==> config.mk <==
export PLATFORM = sky130hd
export DESIGN_NAME = fifo_rptr_empty_flat
export DESIGN_NICKNAME = d
export VERILOG_FILES = /design/src/rtl/fifo_rptr_empty_if.sv /design/src/rtl/fifo_rptr_empty.sv /design/src/flat_wrapper.sv
export SDC_FILE = /design/constraint.sdc
export NUM_CORES = 1
export LEC_CHECK = 0
export BUFFER_PORTS_ARGS = -buffer_cell sky130_fd_sc_hd__clkbuf_2
export CAP_MARGIN = 20
export CORE_AREA = 3 3 40 42
export CTS_CLUSTER_SIZE = 12
export DETAILED_ROUTE_END_ITERATION = 16
export DIE_AREA = 0 0 43 45
export PLACE_DENSITY_LB_ADDON = 0.3
export SLEW_MARGIN = 25
export SYNTH_ARGS = -nofsm -noshare
export SYNTH_HDL_FRONTEND = slang
export SYNTH_SLANG_ARGS = --single-unit
==> constraint.sdc <==
create_clock -name clk -period 5.3 [get_ports clk]
set_clock_uncertainty 0.1 [all_clocks]
set_input_delay 0.53 -clock clk [delete_from_list [all_inputs] [get_ports clk]]
set_output_delay 0.53 -clock clk [all_outputs]
set_load 0.02 [all_outputs]
==> src/rtl/fifo_rptr_empty_if.sv <==
// Read-side bundle of the async FIFO pointer/empty controller.
// Carries ralmost_empty only when FIFO_ALMOST_EMPTY_EN is defined.
interface fifo_rptr_empty_if #(
   parameter int unsigned ADDR_WIDTH = 3
);
   logic                  rd_en;
   logic [ADDR_WIDTH:0]   rq2_wptr;
   logic [ADDR_WIDTH:0]   rptr;
   logic [ADDR_WIDTH-1:0] raddr;
   logic                  rempty;
   logic                  rd_fire;
   logic [ADDR_WIDTH:0]   rlevel;
`ifdef FIFO_ALMOST_EMPTY_EN
   logic                  ralmost_empty;
`endif

   // Master is the consumer/synchronizer side, slave is the pointer controller.
   modport master (
      output rd_en,
      output rq2_wptr,
      input  rptr,
      input  raddr,
      input  rempty,
      input  rd_fire,
      input  rlevel
`ifdef FIFO_ALMOST_EMPTY_EN
      ,
      input  ralmost_empty
`endif
   );

   modport slave (
      input  rd_en,
      input  rq2_wptr,
      output rptr,
      output raddr,
      output rempty,
      output rd_fire,
      output rlevel
`ifdef FIFO_ALMOST_EMPTY_EN
      ,
      output ralmost_empty
`endif
   );
endinterface

==> src/rtl/fifo_rptr_empty.sv <==
// Async FIFO read pointer, Gray pointer export, registered empty flag and occupancy estimate.
// Optional registered almost-empty flag enabled by defining FIFO_ALMOST_EMPTY_EN.
module fifo_rptr_empty #(
   parameter int unsigned ADDR_WIDTH = 3
`ifdef FIFO_ALMOST_EMPTY_EN
   ,
   parameter int unsigned AE_THRESH  = 2
`endif
) (
   input  logic              clk,
   input  logic              rst_n,
   fifo_rptr_empty_if.slave  bus
);
   localparam int unsigned PW = ADDR_WIDTH + 1;

   logic [PW-1:0] rbin_q, rbin_d;
   logic [PW-1:0] rptr_q, rptr_d;
   logic [PW-1:0] rlevel_q, rlevel_d;
   logic [PW-1:0] wbin;
   logic          rempty_q, rempty_d;
   logic          rd_fire;

   always_comb begin
      rd_fire  = bus.rd_en & ~rempty_q;
      rbin_d   = rbin_q + {{ADDR_WIDTH{1'b0}}, rd_fire};
      rptr_d   = rbin_d ^ (rbin_d >> 1);
      rempty_d = (rptr_d == bus.rq2_wptr);

      // Gray-to-binary: each bit is the XOR of all Gray bits at or above it.
      wbin         = '0;
      wbin[PW-1]   = bus.rq2_wptr[PW-1];
      for (int i = int'(PW) - 2; i >= 0; i--) begin
         wbin[i] = wbin[i+1] ^ bus.rq2_wptr[i];
      end
      rlevel_d = wbin - rbin_d;
   end

   always_ff @(posedge clk or negedge rst_n) begin
      if (!rst_n) begin
         rbin_q   <= '0;
         rptr_q   <= '0;
         rempty_q <= 1'b1;
         rlevel_q <= '0;
      end else begin
         rbin_q   <= rbin_d;
         rptr_q   <= rptr_d;
         rempty_q <= rempty_d;
         rlevel_q <= rlevel_d;
      end
   end

   assign bus.rd_fire = rd_fire;
   assign bus.raddr   = rbin_q[ADDR_WIDTH-1:0];
   assign bus.rptr    = rptr_q;
   assign bus.rempty  = rempty_q;
   assign bus.rlevel  = rlevel_q;

`ifdef FIFO_ALMOST_EMPTY_EN
   localparam logic [PW-1:0] AeThresh = AE_THRESH[PW-1:0];

   logic ralmost_empty_q, ralmost_empty_d;

   always_comb begin
      ralmost_empty_d = (rlevel_d <= AeThresh);
   end

   always_ff @(posedge clk or negedge rst_n) begin
      if (!rst_n) begin
         ralmost_empty_q <= 1'b1;
      end else begin
         ralmost_empty_q <= ralmost_empty_d;
      end
   end

   assign bus.ralmost_empty = ralmost_empty_q;
`endif
endmodule

==> src/flat_wrapper.sv <==
// flat-port wrapper written by rule: the top's interface ports become plain ports
module fifo_rptr_empty_flat 
#(
   parameter int unsigned ADDR_WIDTH = 3

)
  (clk, rst_n, bus_rd_en, bus_rq2_wptr, bus_rptr, bus_raddr, bus_rempty, bus_rd_fire, bus_rlevel);
  fifo_rptr_empty_if #(.ADDR_WIDTH(ADDR_WIDTH)) bus_i ();
  input  logic clk;
  input  logic rst_n;
  input wire logic [$bits(bus_i.rd_en)-1:0] bus_rd_en;
  input wire logic [$bits(bus_i.rq2_wptr)-1:0] bus_rq2_wptr;
  output wire logic [$bits(bus_i.rptr)-1:0] bus_rptr;
  output wire logic [$bits(bus_i.raddr)-1:0] bus_raddr;
  output wire logic [$bits(bus_i.rempty)-1:0] bus_rempty;
  output wire logic [$bits(bus_i.rd_fire)-1:0] bus_rd_fire;
  output wire logic [$bits(bus_i.rlevel)-1:0] bus_rlevel;
  assign bus_i.rd_en = bus_rd_en;
  assign bus_i.rq2_wptr = bus_rq2_wptr;
  assign bus_rptr = bus_i.rptr;
  assign bus_raddr = bus_i.raddr;
  assign bus_rempty = bus_i.rempty;
  assign bus_rd_fire = bus_i.rd_fire;
  assign bus_rlevel = bus_i.rlevel;
  fifo_rptr_empty #(.ADDR_WIDTH(ADDR_WIDTH)) u_core (.clk(clk), .rst_n(rst_n), .bus(bus_i));
endmodule
==> results.txt <==
hold violation total from the final report: 0
postcts setup bufs: 0
setup slack after layout: 3.12 ns
CTS H-tree lvls: 1
DR WL/cell: 11.6 µm
Num Clock Sinks: 12
register area share after synthesis: 46.3%
Startpoint Class: input port
CP endpoint kind: flop
Ys Warns: 0
pre-CTS WS: 2.82 ns
Rows: 13
Rel. slew slack: 69.6%
Die H: 45 µm
EDFF count, synth: 0
Met1 Routed Length: 470 µm
met2 wire length: 533 µm
# Max-Cap Violations: 0
Final Setup Violations: 0
TritonCTS clock tree: yes
die area: 1940 µm²
Crit Path Category: in -> reg
asr flop ratio synth: 100%
fmax: 0.460 GHz
Placer Congestion: 0.713
worst skew pair latency: 0.27 ns
Worst Hold Class: in -> async
Residual DRC: 0
Mapped Avg Cell Area: 11.4 µm²
Final Core Density: 61.8%
vias: 451
CP max FO: 6
total CTS buffers: 3
clock root buffer: clkbuf_4
Top Layer Used: met4
Critical Path AT: 2.27 ns
Setup TNS Final: 0 ns
Main synth FF type: dfrtp_1
antenna-violating nets left: 0
ant diodes: 0
area delta synth->final: 21.9%
clock period minus worst slack: 2.18 ns
port bufs: 19
deepest clock path buffer count: 2
Worst EP required: 5.39 ns
Core ar.: 1280 µm²
max-slew violations: 0
WL met3: 60 µm
Sequential Area: 302 µm²
fillcell total: 113
io pins: 20
starting density of the core: 50.7%
Initial DRT Pass Iterations: 1
Multi-input gate area: 332 µm²
Net Count, Synth: 69
Nets: 91
vias per std cell: 4.85
clk slew on worst S/H paths: 0.08 ns
post-synthesis register bit count: 12
hpwl dp: 884 µm
global-route wire length before repair: 1850 µm
initial antenna violation count: 0
die width: 43 µm
final WL: 1080 µm
synthesized instance count: 57
largest net degree at the start of global routing: 13
share of cells above drive strength 1: 33.3%
vias in the first global route: 441
worst-margin pin slew: 0.454 ns
Final Cycle Share: 41.1%
CTS Hold Bufs: 0
# resized after CTS: 0
total grt overflow: 0
synthesized cell area: 652 µm²
RSZ-0062 raised after global routing: false
Hold Worst Slack: 0.0255 ns
outcome: finished clean
GRT Util Overall: 13.0%
Iteration-0 DRC Markers: 0
synth unique cells: 22
-- worst paths after layout --
path	from	endpoint	slack, ns	cells after the start
worst max-delay path	bus_rq2_wptr[2]	u_core.bus.rlevel[3]	3.12	10
worst min-delay path	rst_n	u_core.bus.rptr[2]	0.03	1
worst max register to register	u_core.bus.rempty	u_core.bus.rempty	3.15	8
worst min register to register	u_core.rbin_q[3]	u_core.rbin_q[3]	0.50	2
max in group asynchronous	rst_n	u_core.bus.rempty	4.80	1
min in group clk	bus_rq2_wptr[2]	u_core.bus.rempty	0.47	3
-- per-layer routing --
metal / up-vias / GRT usage, %
met2: 13 / 21.6
met4: 0 / 9.04
li1: 226 / -
met3: 2 / 1.20
met5: - / 0
met1: 210 / 16.0
-- through the flow --
step                std cells  area [µm²]
floorplan                  57         652
global placement           89         758
detailed placement         89         758
CTS                        93         795
global route               93         795
finish                     93         795
-- layout make-up --
type,instances,area share (%)
clock buffers,4,4.57
inverters,3,1.42
multi-input cells,40,41.7
flip-flops and latches,12,38.0
well taps,15,2.36
repair buffers,19,12.0
-- flip-flops by register name, summed over array words and instances, names as in the netlist --
name               cells
u_core.rbin_q          4
u_core.bus.rptr        3
u_core.bus.rlevel      4
u_core.bus.rempty      1
-- worst max-delay path: stages --
cell      delay, ns
clkbuf_2       0.11
xor2_1         0.39
xnor2_1        0.18
xor2_1         0.17
ha_1           0.25
nand2b_1       0.15
a22oi_1        0.14
o21ai_0        0.11
nand3_1        0.12
xnor2_1        0.12
-- logic make-up (layout without fill, tap and decap cells) --
kind of cell	Yosys count	in the layout	share of synthesized area [%]
xor gates and xnor gates	17	17	24.0
adders and majority gates	5	5	9.60
AOI/OAI and AO/OA	3	3	2.88
muxes	2	2	3.07
and+or+nand+nor	13	13	11.3
buffers and inverters	5	26	2.88
DFF	12	12	46.3
-- placed cells by master, fill, tap and decap left out, drive strengths merged, types with 2 or more instances in the layout --
| cell type | count |
|---|---|
| clkbuf | 23 |
| dfrtp | 11 |
| ha | 5 |
| inv | 3 |
| mux2i | 2 |
| nand2 | 2 |
| nand2b | 2 |
| nand3 | 2 |
| nor2 | 2 |
| xnor2 | 6 |
| xor2 | 11 |
-- cell usage after synthesis (2+ instances only) --
cell type	instances	area, µm²
nand2b_1	2	12.5
dfrtp_1	11	275
ha_1	5	62.6
mux2i_1	2	20.0
xor2_1	10	87.6
inv_1	3	11.3
xnor2_1	6	52.6
nand3_1	2	10.0
nand2_1	2	7.51
nor2_1	2	7.51
Power is left out: the tool's default activity adds up to more than one toggle a clock period on the data nets, which glitch-free logic cannot reach.
